[src/rtl/i2c_pkg.sv]
// Shared types and constants for the I2C register-access master.
package i2c_pkg;

    localparam logic I2C_RD = 1'b1;
    localparam logic I2C_WR = 1'b0;

    typedef enum logic [3:0] {
        ST_IDLE,
        ST_START,
        ST_ADDR_W,
        ST_ACK1,
        ST_REG,
        ST_ACK2,
        ST_WDATA,
        ST_ACK3,
        ST_RSTART,
        ST_ADDR_R,
        ST_ACK4,
        ST_RDATA,
        ST_MNACK,
        ST_STOP
    } state_t;

    // Quarter-period phases of one SCL bit: SCL low in P0/P1, released in P2/P3.
    typedef enum logic [1:0] {
        PH_0,
        PH_1,
        PH_2,
        PH_3
    } phase_t;

    // Master-driven byte slots: SDA carries the shift-register MSB.
    function automatic logic is_tx_byte(input state_t s);
        return (s == ST_ADDR_W) || (s == ST_REG) || (s == ST_WDATA) || (s == ST_ADDR_R);
    endfunction

endpackage

[src/rtl/i2c_tick_gen.sv]
// Quarter-period tick generator: down-counter reloaded with CLK_DIV-1,
// tick on terminal count. hold freezes the count (used for clock stretching).
module i2c_tick_gen #(
    parameter int CLK_DIV = 20
) (
    input  logic clk,
    input  logic reset_n,
    input  logic enable,
    input  logic hold,
    output logic tick
);

    localparam int CW = (CLK_DIV > 1) ? $clog2(CLK_DIV) : 1;
    localparam logic [CW-1:0] RELOAD = CW'(CLK_DIV - 1);

    logic [CW-1:0] cnt;

    assign tick = enable && !hold && (cnt == '0);

    // Preload while disabled so the first quarter after enable is full length.
    always_ff @(posedge clk or negedge reset_n) begin
        if (!reset_n) begin
            cnt <= '0;
        end else if (!enable) begin
            cnt <= RELOAD;
        end else if (hold) begin
            cnt <= cnt;
        end else if (cnt == '0) begin
            cnt <= RELOAD;
        end else begin
            cnt <= cnt - 1'b1;
        end
    end

endmodule

[src/rtl/i2c_master.sv]
// I2C register-access master: single-byte register write, or register read
// via repeated START. Open-drain outputs are registered pull-low enables.
// Optional build macro: I2C_MST_STRETCH_EN (honour slave clock stretching).
//
// state     | meaning
// ----------+-----------------------------------------------
// IDLE      | bus released, waiting for req
// START     | SDA falls while SCL released
// ADDR_W    | device address + write bit
// ACK1      | slave ACK of ADDR_W
// REG       | register address byte
// ACK2      | slave ACK of REG
// WDATA     | write data byte
// ACK3      | slave ACK of WDATA
// RSTART    | repeated START before read address
// ADDR_R    | device address + read bit
// ACK4      | slave ACK of ADDR_R
// RDATA     | 8 data bits from slave, MSB first
// MNACK     | master NACK (SDA released) ends the read
// STOP      | SDA rises while SCL released, then done
module i2c_master
    import i2c_pkg::*;
#(
    parameter int         CLK_DIV  = 20,
    parameter logic [6:0] DEV_ADDR = 7'h10
) (
    input  logic       clk,
    input  logic       reset_n,
    input  logic       req,
    input  logic       rd_nwr,
    input  logic [7:0] reg_addr,
    input  logic [7:0] wdata,
    output logic [7:0] rdata,
    output logic       busy,
    output logic       done,
    output logic       err,
    input  logic       scl_in,
    input  logic       sda_in,
    output logic       scl_drv_lo,
    output logic       sda_drv_lo
);

    state_t     state;
    phase_t     phase;
    logic [2:0] bit_cnt;
    logic [7:0] shreg;
    logic       samp;
    logic       rd_q;
    logic [7:0] reg_q;
    logic [7:0] wdata_q;
    logic       tick;
    logic       hold;
    logic       tick_en;
    logic       low_half;
    logic       scl_lo_nxt;
    logic       sda_lo_nxt;

    assign tick_en  = (state != ST_IDLE);
    assign low_half = (phase == PH_0) || (phase == PH_1);

`ifdef I2C_MST_STRETCH_EN
    // Only treat SCL as stretched once our own pull-low has been released.
    assign hold = ((phase == PH_2) || (phase == PH_3)) && !scl_drv_lo && !scl_in;
`else
    logic scl_in_unused;
    assign scl_in_unused = scl_in;
    assign hold = 1'b0;
`endif

    i2c_tick_gen #(
        .CLK_DIV(CLK_DIV)
    ) u_tick_gen (
        .clk    (clk),
        .reset_n(reset_n),
        .enable (tick_en),
        .hold   (hold),
        .tick   (tick)
    );

    // Sequencer: accepts req in IDLE, advances phase on each tick, moves state at end of P3.
    always_ff @(posedge clk or negedge reset_n) begin
        if (!reset_n) begin
            state   <= ST_IDLE;
            phase   <= PH_0;
            bit_cnt <= 3'd0;
            shreg   <= 8'h00;
            samp    <= 1'b0;
            rd_q    <= 1'b0;
            reg_q   <= 8'h00;
            wdata_q <= 8'h00;
            rdata   <= 8'h00;
            busy    <= 1'b0;
            done    <= 1'b0;
            err     <= 1'b0;
        end else begin
            done <= 1'b0;
            if (state == ST_IDLE) begin
                if (req) begin
                    rd_q    <= rd_nwr;
                    reg_q   <= reg_addr;
                    wdata_q <= wdata;
                    err     <= 1'b0;
                    busy    <= 1'b1;
                    phase   <= PH_0;
                    bit_cnt <= 3'd0;
                    state   <= ST_START;
                end
            end else if (tick) begin
                phase <= phase_t'(phase + 2'd1);
                if (phase == PH_2) begin
                    samp <= sda_in;
                    if (state == ST_RDATA) begin
                        shreg <= {shreg[6:0], sda_in};
                    end
                end
                if (phase == PH_3) begin
                    if (is_tx_byte(state)) begin
                        bit_cnt <= bit_cnt + 3'd1;
                        shreg   <= {shreg[6:0], 1'b0};
                    end
                    case (state)
                        ST_START: begin
                            shreg <= {DEV_ADDR, I2C_WR};
                            state <= ST_ADDR_W;
                        end
                        ST_ADDR_W: if (bit_cnt == 3'd7) state <= ST_ACK1;
                        ST_REG:    if (bit_cnt == 3'd7) state <= ST_ACK2;
                        ST_WDATA:  if (bit_cnt == 3'd7) state <= ST_ACK3;
                        ST_ADDR_R: if (bit_cnt == 3'd7) state <= ST_ACK4;
                        ST_ACK1: begin
                            if (samp) begin
                                err   <= 1'b1;
                                state <= ST_STOP;
                            end else begin
                                shreg <= reg_q;
                                state <= ST_REG;
                            end
                        end
                        ST_ACK2: begin
                            if (samp) begin
                                err   <= 1'b1;
                                state <= ST_STOP;
                            end else if (rd_q == I2C_RD) begin
                                state <= ST_RSTART;
                            end else begin
                                shreg <= wdata_q;
                                state <= ST_WDATA;
                            end
                        end
                        ST_ACK3: begin
                            err   <= samp;
                            state <= ST_STOP;
                        end
                        ST_RSTART: begin
                            shreg <= {DEV_ADDR, I2C_RD};
                            state <= ST_ADDR_R;
                        end
                        ST_ACK4: begin
                            if (samp) begin
                                err   <= 1'b1;
                                state <= ST_STOP;
                            end else begin
                                state <= ST_RDATA;
                            end
                        end
                        ST_RDATA: begin
                            bit_cnt <= bit_cnt + 3'd1;
                            if (bit_cnt == 3'd7) state <= ST_MNACK;
                        end
                        ST_MNACK: state <= ST_STOP;
                        ST_STOP: begin
                            // shreg still holds the received byte: MNACK/STOP never shift.
                            if (rd_q == I2C_RD && !err) rdata <= shreg;
                            busy  <= 1'b0;
                            done  <= 1'b1;
                            state <= ST_IDLE;
                        end
                        default: state <= ST_IDLE;
                    endcase
                end
            end
        end
    end

    // Bus drive decode from state and phase; SDA only changes when a new bit's P0 begins.
    always_comb begin
        scl_lo_nxt = 1'b0;
        sda_lo_nxt = 1'b0;
        case (state)
            ST_IDLE: begin
                scl_lo_nxt = 1'b0;
                sda_lo_nxt = 1'b0;
            end
            ST_START: sda_lo_nxt = (phase == PH_3);
            ST_RSTART: begin
                scl_lo_nxt = low_half;
                sda_lo_nxt = (phase == PH_3);
            end
            ST_ADDR_W, ST_REG, ST_WDATA, ST_ADDR_R: begin
                scl_lo_nxt = low_half;
                sda_lo_nxt = ~shreg[7];
            end
            ST_STOP: begin
                scl_lo_nxt = low_half;
                sda_lo_nxt = (phase != PH_3);
            end
            default: scl_lo_nxt = low_half;
        endcase
    end

    // Registered open-drain enables keep glitches off the bus.
    always_ff @(posedge clk or negedge reset_n) begin
        if (!reset_n) begin
            scl_drv_lo <= 1'b0;
            sda_drv_lo <= 1'b0;
        end else begin
            scl_drv_lo <= scl_lo_nxt;
            sda_drv_lo <= sda_lo_nxt;
        end
    end

endmodule

[config.mk]
export PLATFORM = sky130hd
export DESIGN_NAME = i2c_master
export DESIGN_NICKNAME = d
export VERILOG_FILES = /design/src/rtl/i2c_pkg.sv /design/src/rtl/i2c_tick_gen.sv /design/src/rtl/i2c_master.sv
export SDC_FILE = /design/constraint.sdc
export NUM_CORES = 1
export LEC_CHECK = 0
export ABC_CLOCK_PERIOD_IN_PS = 3100
export BUFFER_PORTS_ARGS = -buffer_cell sky130_fd_sc_hd__buf_4
export CORE_ASPECT_RATIO = 2
export CORE_MARGIN = 3
export CORE_UTILIZATION = 50
export DETAILED_ROUTE_END_ITERATION = 10
export PLACE_DENSITY = 0.67
export SETUP_SLACK_MARGIN = 0.5
export SLEW_MARGIN = 10
export SYNTH_ARGS = -nofsm -noshare
export SYNTH_HDL_FRONTEND = slang
export SYNTH_SLANG_ARGS = --single-unit
[constraint.sdc]
create_clock -name clk -period 3.1 [get_ports clk]
set_input_delay 0.155 -clock clk [delete_from_list [all_inputs] [get_ports clk]]
set_output_delay 0.155 -clock clk [all_outputs]
set_load 0.005 [all_outputs]
== Word level (Yosys, flattened, before mapping) ==
Cells that the tools add are included.

* Register bits: 53
* Input port bits: 22
* Output and inout bits: 13

* Add/sub/neg operators: 3
* Equality and inequality tests: 25
* Mux-type cells: 50
* Bitwise logic cells: 2
* Reduce and logical (&&, ||, !) cells: 30

{| class="wikitable"
|+ Operator list
! kind !! count
|-
| $mux 8 || 7
|-
| $mux 4 || 12
|-
| $pmux 4 s11 || 1
|-
| $pmux 8 s4 || 1
|-
| $eq 4x4->1 const B || 6
|-
| $mux 3 || 7
|-
| $eq 4x3->1 const B || 4
|-
| $mux 1 || 15
|-
| $ne 3x2->1 const B || 5
|-
| $mux 5 || 2
|-
| $reduce_and 5->1 || 2
|-
| $eq 4x2->1 const B || 2
|-
| $reduce_and 4->1 || 2
|-
| $reduce_and 8->1 || 1
|-
| $mux 2 || 3
|-
| $reduce_and 2->1 || 3
|-
| $reduce_bool 2->1 || 3
|-
| $reduce_bool 3->1 || 2
|-
| $reduce_or 2->1 || 3
|-
| $logic_not 5->1 || 1
|-
| $sub 5x1->5 const B || 1
|-
| $eq 2x2->1 const B || 2
|-
| $eq 4x1->1 const B || 1
|-
| $logic_not 4->1 || 1
|-
| 17 further kinds || 23
|}

== Longest topological paths before layout ==
* Word-level depth: 9
* Mapped depth: 8
* Gate-level depth less buffers: 7

== Hierarchy ==
From an unflattened synthesis, not the netlist that was laid out.

* Cells, all modules: 290
* Area total of the unflattened synthesis: 3021.6 um^2

{| class="wikitable"
|+ By module, submodules not included
! module !! times used !! cells each !! area each (um^2)
|-
| i2c_master || 1 || 263 || 2740.1
|-
| i2c_tick_gen || 1 || 27 || 281.5
|}

== Worst setup path before layout ==
Ideal clock, no wire load.

* Kind: register -> register
* From: register u_tick_gen.cnt[0]
* To: register rdata[0]
* Library setup time: 0.125 ns
* Arrival: 1.917 ns
* Data required time: 2.975 ns
* Slack: 1.058 ns
* Cell stages (with the launch flop): 9
* Clock period less this slack: 2.042 ns
* Path through: dfrtp_1 > inv_1 > ha_1 > or4b_1 > buf_2 > nor2_2 > and4_4 > nand3b_4 > mux2_2

* Cells in the longest elaborated chain, start to end: 3

{| class="wikitable"
|+ RTL lines
! what !! RTL line !! text
|-
| start, declared || i2c_tick_gen.sv:16 || <nowiki>logic [CW-1:0] cnt;</nowiki>
|-
| start signal, assigned || i2c_tick_gen.sv:27 || <nowiki>cnt <= cnt;</nowiki>
|-
| start signal, assigned || i2c_tick_gen.sv:31 || <nowiki>cnt <= cnt - 1'b1;</nowiki>
|-
| $logic_not 5->1 || i2c_tick_gen.sv:18 || <nowiki>assign tick = enable && !hold && (cnt == '0);</nowiki>
|-
| $logic_and 1x1->1 || i2c_tick_gen.sv:18 ||
|-
| $reduce_and 5->1 (no line) || n/a ||
|-
| end signal, assigned || i2c_master.sv:173 || <nowiki>if (rd_q == I2C_RD && !err) rdata <= shreg;</nowiki>
|-
| end, declared || i2c_master.sv:33 || <nowiki>output logic [7:0] rdata,</nowiki>
|}

No other way between the ends.
A chain may end at the register's enable or synchronous reset.

== Worst setup path in the final report ==
* From: register u_tick_gen.cnt[0]
* To: register rdata[4]

Same word-level chain as after synthesis.

==> results.yml <==
setup_path:
  crit_path_top_delay_cell: "or4b_1"
  critical-path-top-delay-family: "simple AND/OR/NAND/NOR gates"
  critPathMaxFanout: 8
  worstSetupEndpointType: "flop"
  critPathLaunchType: "flop"
  cp.arrival_ns: 2.48
  worstReg2RegEnd: "rdata[4]"
  cp-startpoint: "u_tick_gen.cnt[0]"
  r2r_start: "u_tick_gen.cnt[0]"
  reg2reg_depth: 7
  cpPeakStageDelay_ns: 0.57
  worstSetupPathType: "reg -> reg"
  crit_chain: "inv_1 > ha_1 > or4b_1 > nor2_2 > and4_4 > nand3b_4 > mux2_2"
  path_buf_inv: 1
  reg2reg_setup_slack_ns: 0.83
  required_ns: 3.30
yosys:
  synth_cells: 281
  yosys_most_used_dff: "dfrtp_1"
  async_flop_share: 1.00
  synth-edff-count: 0
  synthTopCellsByCount: "53 x dfrtp_1, 27 x mux2_2, 23 x nand2_1"
  yosysMostFrequentCell: "dfrtp_1"
  synthesis.area_um2: 2900
  ys_seq_elements: 53
  synth_fp_nets: 310
  seq_area_frac_synth: 0.457
  yosysWarnings: 0
  synth_top_area_cell: "dfrtp_1"
  synth_area_per_cell_um2: 10.3
  ys_top_cells_by_area: "dfrtp_1 46%, mux2_2 10%, mux2i_1 3.8%, ha_1 3.0%, nand2_1 3.0%"
  synth.top_cell.area_share: 0.457
  synthDistinctLibCells: 52
cells_and_area:
  syn2layout_area_growth_pct: 14.2
  nNetsFinal: 340
  drive_gt1_frac: 0.276
  final_cell_count_no_fill: 372
  fill_cells: 501
  final_util: 0.600
  diodes: 0
place:
  place_inst: 363
  dpl.hpwl_um: 4860
  pre_cts_slack_ns: 0.820
  gp_congestion: 0.861
  numPortBuffers: 33
clocking:
  postCtsSetupBuffers: 0
  ctsHtreeMaxLevel: 2
  cts-root-buf: "clkbuf_8"
  clockBufferDepth: 2
  clkSlewWorstSetupHoldPaths_ns: 0.10
  numCtsBuffers: 5
  cts_tree: "yes"
  insertion_delay_ns: 0.31
  clock-sinks: 53
power_and_ir_drop:
  p_int_w: 0.000909
  swShare: 0.234
  pwr-share-clk: 0.349
  pwr-share-seq: 0.591
  cellLeakagePower_nw: 1.59
  powerDensity_nw_per_um2: 359
  p_comb_frac: 0.060
  switchingPower_w: 0.000278
  peakVddDrop_uv: 411
floorplanning:
  start_util: 0.526
  std_cell_rows: 38
  ioPinCount: 35
  design.die.area_um2: 6800
  core_um2: 5520
  dieWidth_um: 59.8
  die_h_um: 114
timing:
  rsz0062_at_grt: "no"
  setup_viol: 0
  tightest_slew_ns: 0.667
  final_max_slew_viol_count: 0
  tns_ns: 0
  min_period_ns: 2.27
  fin_crit_sh: 0.733
  worst_slack_ns: 0.826
  finClkSkew_ns: 0.00602
  slew_headroom: 0.555
  hold_viol_final: 0
  fmax_mhz: 440
  hold_ws_ns: 0.0614
worst_hold_path:
  worstHoldEndpoint: "wdata_q[6]"
  hold_depth: 2
  holdCritStartpoint: "wdata[6]"
  min_path_type: "in -> reg"
detailed_routing:
  drtIter0Drc: 103
  drc: 0
  avgViaCountPerCell: 6.13
  wl_um: 6500
  ant_nets: 0
  vias: 2281
  wl_per_cell_um: 17.5
  first_pass_iters: 5
global_routing:
  grt_antenna_before_repair: 0
  grt_pass1_wl_um: 10800
  grt_overflow: 0
  track_usage: 0.210
  grt_max_degree: 54
  grt_pass1_vias: 2266
run_status:
  status: "completed"
flow_run:
  cap_violations: 0
==> how the worst max path moves through the flow <==
stage | end | slack [ns] | depth (start not counted)
3_3_place_gp | err | 0.83 | 4
4_1_cts | rdata[3] | 0.80 | 7
3_5_place_dp | rdata[3] | 0.82 | 7
6_report | rdata[4] | 0.83 | 7
5_1_grt | shreg[1] | 0.60 | 6
2_1_floorplan | rdata[0] | 1.06 | 8
==> what timing repair did <==
item                      CTS  global route
hold buffers                1             0
hold endpoints to repair   53             0
resized for setup           0             0
==> sequential cells by signal, indices dropped and copies added (netlist names) <==
register	flops
wdata_q	8
sda_drv_lo	1
bit_cnt	3
shreg	8
err	1
samp	1
busy	1
scl_drv_lo	1
state	4
rd_q	1
phase	2
reg_q	8
u_tick_gen.cnt	5
done	1
rdata	8
==> routing by layer <==
metal  vias to the layer above  GRT usage  wire (um)
li1                       1087          -          -
met1                      1115      0.232       2400
met2                        59      0.363       3530
met3                        20     0.0362        219
met4                         0      0.120        350
met5                         -          0          0
==> layout make-up <==
class                   instances  area (um^2)  share of cell area
repair buffers                 42          318              0.0960
clock buffers                   6         82.6              0.0250
multi-input cells             197         1450               0.438
inverters                      12         45.0              0.0136
flip-flops and latches         53         1330               0.401
well taps                      60         75.1              0.0227
clock inverters                 2         13.8             0.00416
==> cells in the final DEF (no fill, tap or decap), types with 3 or more instances in the layout <==
cell type / n
nor2_1: 16
o21ai_0: 17
a21oi_1: 7
clkbuf_8: 6
mux2i_1: 11
ha_1: 7
o211ai_1: 3
o22a_1: 6
or2_2: 4
mux2_2: 27
o2bb2ai_1: 4
a22oi_1: 7
buf_4: 41
nor3_1: 7
nand3_1: 6
dfrtp_1: 53
a22o_1: 4
nor4b_1: 3
nor2b_1: 3
nand2_1: 23
a31oi_1: 7
inv_1: 11
==> per-stage QoR <==
stage                     total power, W  area [um^2]
after global routing             0.00123         3310
after floorplan                 0.000744         2900
after CTS                        0.00120         3310
after detailed placement        0.000786         3200
after global placement          0.000786         3200
final                            0.00119         3310
==> power groups by stage <==
| stage | Clock [W] | Sequential (W) | Combinational (W) |
|---|---|---|---|
| global route | 0.000449 | 0.000703 | 0.0000797 |
| finish | 0.000414 | 0.000702 | 0.0000710 |
| CTS | 0.000425 | 0.000702 | 0.0000723 |
| floorplan | 0 | 0.000710 | 0.0000336 |
| detailed placement | 0 | 0.000715 | 0.0000710 |
| global placement | 0 | 0.000715 | 0.0000710 |
==> cell families after synthesis <==
| family | count (synthesis) | share of synthesized area |
|---|---|---|
| multiplexers | 38 | 0.143 |
| AND/OR/NAND/NOR | 78 | 0.145 |
| adder cells (fa/ha/maj) | 7 | 0.0302 |
| AO/OA/AOI/OAI | 72 | 0.176 |
| flip-flops | 53 | 0.457 |
| XOR/XNOR | 2 | 0.00604 |
| buffers and inverters | 31 | 0.0427 |
No activity file was read; power rests on OpenSTA's default activity.
